===== src/rtl/div_seq_param.sv =====
`default_nettype none
// +--------------------------------------------------------------------------+
// | div_seq_param : iterative radix-2 restoring divider, signed/unsigned      |
// | Revision      : 1.0                                                       |
// +--------------------------------------------------------------------------+
module div_seq_param #(
  parameter int WIDTH     = 16,
  parameter int SIGNED_EN = 1
) (
  input  logic             clk,
  input  logic             rst_n,
  input  logic             start,
  input  logic             sign_mode,
  input  logic [WIDTH-1:0] dividend,
  input  logic [WIDTH-1:0] divisor,
  output logic             rfd,
  output logic             busy,
  output logic             done,
  output logic [WIDTH-1:0] quotient,
  output logic [WIDTH-1:0] remainder,
  output logic             div_by_zero
);

  localparam int CNT_W = $clog2(WIDTH);

  typedef enum logic [1:0] {
    IDLE = 2'd0,
    CALC = 2'd1,
    FIX  = 2'd2
  } state_t;

  state_t           state_q, state_d;
  logic [WIDTH-1:0] dd_q, dd_d;
  logic [WIDTH-1:0] dv_q, dv_d;
  logic [WIDTH-1:0] prem_q, prem_d;
  logic [CNT_W-1:0] cnt_q, cnt_d;
  logic             neg_quo_q, neg_quo_d;
  logic             neg_rem_q, neg_rem_d;
  logic             zero_q, zero_d;
  logic             done_q, done_d;
  logic             dbz_q, dbz_d;
  logic [WIDTH-1:0] quotient_q, quotient_d;
  logic [WIDTH-1:0] remainder_q, remainder_d;

  logic             smode;
  logic [WIDTH:0]   shifted;
  logic [WIDTH-1:0] diff;
  logic             ge;
  logic [WIDTH-1:0] rem_src;

  always_comb begin
    smode   = sign_mode & (SIGNED_EN != 0);
    // Partial remainder stays below the divisor, so WIDTH bits hold it; the
    // shifted trial value needs one extra bit, and when it is >= divisor the
    // difference fits back into WIDTH bits.
    shifted = {prem_q, dd_q[WIDTH-1]};
    ge      = (shifted >= {1'b0, dv_q});
    diff    = shifted[WIDTH-1:0] - dv_q;
    rem_src = zero_q ? dd_q : prem_q;

    state_d     = state_q;
    dd_d        = dd_q;
    dv_d        = dv_q;
    prem_d      = prem_q;
    cnt_d       = cnt_q;
    neg_quo_d   = neg_quo_q;
    neg_rem_d   = neg_rem_q;
    zero_d      = zero_q;
    done_d      = 1'b0;
    dbz_d       = dbz_q;
    quotient_d  = quotient_q;
    remainder_d = remainder_q;

    case (state_q)
      IDLE: begin
        if (start) begin
          neg_quo_d = smode & (dividend[WIDTH-1] ^ divisor[WIDTH-1]);
          neg_rem_d = smode & dividend[WIDTH-1];
          dd_d      = (smode & dividend[WIDTH-1]) ? -dividend : dividend;
          dv_d      = (smode & divisor[WIDTH-1])  ? -divisor  : divisor;
          prem_d    = '0;
          cnt_d     = '0;
          zero_d    = (divisor == '0);
          state_d   = (divisor == '0) ? FIX : CALC;
        end
      end
      CALC: begin
        // Dividend register doubles as the quotient shift register.
        prem_d = ge ? diff : shifted[WIDTH-1:0];
        dd_d   = {dd_q[WIDTH-2:0], ge};
        cnt_d  = cnt_q + 1'b1;
        if (cnt_q == CNT_W'(WIDTH - 1)) begin
          state_d = FIX;
        end
      end
      FIX: begin
        // On divide-by-zero dd_q still holds |dividend|; re-applying the sign
        // returns the dividend exactly as supplied.
        quotient_d  = zero_q ? '1 : (neg_quo_q ? -dd_q : dd_q);
        remainder_d = neg_rem_q ? -rem_src : rem_src;
        dbz_d       = zero_q;
        done_d      = 1'b1;
        state_d     = IDLE;
      end
      default: state_d = IDLE;
    endcase
  end

  always_ff @(posedge clk or negedge rst_n) begin
    if (!rst_n) begin
      state_q     <= IDLE;
      dd_q        <= '0;
      dv_q        <= '0;
      prem_q      <= '0;
      cnt_q       <= '0;
      neg_quo_q   <= 1'b0;
      neg_rem_q   <= 1'b0;
      zero_q      <= 1'b0;
      done_q      <= 1'b0;
      dbz_q       <= 1'b0;
      quotient_q  <= '0;
      remainder_q <= '0;
    end else begin
      state_q     <= state_d;
      dd_q        <= dd_d;
      dv_q        <= dv_d;
      prem_q      <= prem_d;
      cnt_q       <= cnt_d;
      neg_quo_q   <= neg_quo_d;
      neg_rem_q   <= neg_rem_d;
      zero_q      <= zero_d;
      done_q      <= done_d;
      dbz_q       <= dbz_d;
      quotient_q  <= quotient_d;
      remainder_q <= remainder_d;
    end
  end

  assign rfd         = (state_q == IDLE);
  assign busy        = (state_q != IDLE);
  assign done        = done_q;
  assign quotient    = quotient_q;
  assign remainder   = remainder_q;
  assign div_by_zero = dbz_q;

endmodule
`default_nettype wire


===== config.mk =====
export PLATFORM = sky130hd
export DESIGN_NAME = div_seq_param
export DESIGN_NICKNAME = d
export VERILOG_FILES = /design/src/rtl/div_seq_param.sv
export SDC_FILE = /design/constraint.sdc
export NUM_CORES = 1
export LEC_CHECK = 0
export CAP_MARGIN = 20
export CORE_UTILIZATION = 62
export CTS_CLUSTER_DIAMETER = 150
export DETAILED_ROUTE_END_ITERATION = 16
export PLACE_DENSITY = 0.91
export SYNTH_ARGS = -nofsm -noshare
export SYNTH_HDL_FRONTEND = slang
export SYNTH_SLANG_ARGS = --single-unit

===== constraint.sdc =====
create_clock -name clk -period 7.1 [get_ports clk]
set_clock_uncertainty 0.05 [all_clocks]
set_input_delay 2.13 -clock clk [delete_from_list [all_inputs] [get_ports clk]]
set_output_delay 2.13 -clock clk [all_outputs]
set_load 0.005 [all_outputs]

==> metrics.txt <==
largest family of logic cells by synthesized area compound AO/OA/AOI/OAI gates; Post-Synth Simple-Gate Area between 10% and 20%; post-cts sizing count 0; Synthesized Nets 772; mapped cell area roughly 6200 um^2; initial drt markers between 400 and 500; XOR/XNOR Fraction of Synth Area 9.80%; commonest non-fill, non-tap cell in the layout dfrtp_1; layout cell share with drive strength beyond 1 5.53%; via count around 5,600; setup tns final 0 ns; routability cong. ~0.90; first-pass GRT wire length 26.3 mm; Slew Limit Fails 0; worst r2r path cells 7; CTS tree built; Area Growth Syn to Fin 15.0%; Mapped Cells 714; # port buffers 71; Crit. End Element register; Ports a little over 70; reg2reg setup slack 3.92 ns; multiplexer share of the synthesized area ~3.1%; VDD IR max 262 uV; hold_buf cts 0; Yosys cell types 68; cells along the critical path clkdlybuf4s50_1 > or4_1 > nor3b_1 > nand2b_1 > o41ai_1 > xor2_1 > o21ai_1; #FFs+latches synth 91; CTS Root Cell clkbuf_8; critical path peak fanout 4; sequential-to-total area share from yosys stat a little under two fifths; achievable clock frequency 247 MHz; PwrDens 488 nW/um^2; Initial Util 63.7%; worst skew pair latency 0.37 ns; Placed Area 6840 um^2; hpwl dp 11.7 mm; slowest stage delay, CP 0.58 ns; synthesized area per cell 8.64 um^2; CP Class primary input to register; CP Data Required Time 7.30 ns; max-cap violations 0; vias in the first global route around 5,400; Tightest Pin Transition 0.944 ns; status complete, no violations; # rows 36; diode count 0; postcts setup bufs 0; part of the cycle the worst path needs 57.0%; slowest library cell on the worst path or4_1; Fill cells around 700; area of the die 10,400 um^2; fin crit period 4.04 ns; Synth Area in Compound Gates 20.4%; routed vias/inst 6.33; Setup Viol. Count Final 0; post-synthesis adder-cell area fraction 4.59%; synth warn 0; worst hold endpoint remainder[4]; clk slew on worst S/H paths 0.10 ns; Placed Cells 874; EDFF count, synth 0; static leakage ~0.003 uW; number of hold violations in the final report 0; Die Y 102 um; nets@finish 812; DRC viols 0; post-route cell area a little over 7000 um^2; most frequent cells in the layout dfrtp_1, nand2_1, clkdlybuf4s50_1, o21ai_0, nor2_1; largest net degree at the start of global routing 92; Routed wire per std cell approximately 18 um; maximum level of the CTS H-tree 3; Antenna Violating Nets Remaining 0; top_reg_cell synth dfrtp_1; antenna violations before repair 0; Max clock buf depth 2; r2r startpoint prem_q[7]; crit start category primary input; Reg area 2280 um^2; Die Wd 102 um; worst min path class register to register; Slew headroom 36.8%; RR Endpoint prem_q[8]; CTS Buf Count 9; Finished Layout Cells 892; Floorplan Core Area roughly 9700 um^2; hold-critical path depth 2; multi-input logic area about 3500 um^2; HP Start remainder[4]; Post-synth ARST share between 90% and 100%; GRT Residual Overflow 0; pre-CTS WS 2.71 ns; Clock Sinks 91; Worst Setup Slack, final 3.06 ns; Worst EP arrival 4.24 ns; unrepaired setup endpoints after global routing false; DR pass1 iterations 6; gr usage total 32.7%; Routed WL 15.9 mm
sequential cells by signal (all words and copies together), names as in the netlist:
| register | count |
|---|---|
| state_q | 2 |
| neg_rem_q | 1 |
| zero_q | 1 |
| dv_q | 16 |
| quotient | 16 |
| done | 1 |
| prem_q | 16 |
| dd_q | 16 |
| cnt_q | 4 |
| div_by_zero | 1 |
| remainder | 16 |
| neg_quo_q | 1 |
routing by layer:
metal	routed length, um	up-vias	track usage [%]
met4	378	0	11.6
met1	6980	2723	45.6
met5	0	-	0
met3	1050	32	5.24
li1	-	2628	-
met2	7470	265	51.8
cells by family after synthesis:
kind of cell,after synthesis
adders and majority gates,22
DFF,91
and+or+nand+nor,245
xor gates and xnor gates,69
muxes,19
AOI/OAI and AO/OA,191
buffers and inverters,77
metrics by stage:
stage	total power (uW)	hold WS, ns	util, %
floorplan	2450	0.400	-
global placement	2950	0.411	70.6
detailed placement	3040	0.420	70.6
CTS	3410	0.441	72.7
global route	3720	0.462	73.3
finish	3460	0.434	73.3
area by class of cell:
cell class                      instances  area share (%)
Multi-Input combinational cell        546            49.9
Sequential cell                        91            32.1
Timing Repair Buffer                   78            11.3
Tap cell                              133            2.35
Clock buffer                           10            1.80
Inverter                               28            1.48
Clock inverter                          6            1.04
worst max-delay path, delay by kind of cell:
kind | cells | cell delay, ns
AND/OR/NAND/NOR | 3 | 1.03
buffers and inverters | 1 | 0.46
AO/OA/AOI/OAI | 2 | 0.43
XOR/XNOR | 1 | 0.19
cell usage after synthesis (all sizes together) (10+ instances only):
library cell   n  area [um^2]
nor3          13         76.3
a21oi         36          184
dfrtp         91         2280
nor2          49          184
ha            21          263
o211ai        13         97.6
buf           10         77.6
o21ai         66          334
xor2          36          315
inv           28          105
o31ai         13         97.6
mux2i         17          170
nand4         16          106
nand2         90          338
a22oi         16          120
nand3         29          145
xnor2         33          289
clkbuf        38          154
power breakdown:
part | leakage (uW) | internal (uW) | switching, uW
logic | 0.00171 | 884 | 1170
registers | 0.00116 | 747 | 295
clock network | 0.000100 | 168 | 200
total | 0.00297 | 1800 | 1660
worst max-delay path by stage:
stage                      from        to  slack [ns]  cells past startpoint
CTS                 dividend[1]  dd_q[13]        3.09                      7
global placement     divisor[2]  dv_q[13]        2.77                      7
global route        dividend[1]  dd_q[13]        2.98                      7
finish              dividend[1]  dd_q[13]        3.06                      7
detailed placement  dividend[1]  dd_q[13]        2.71                      7
floorplan           dividend[1]  dd_q[13]        3.38                      6
(Power assumes the default switching activity.)
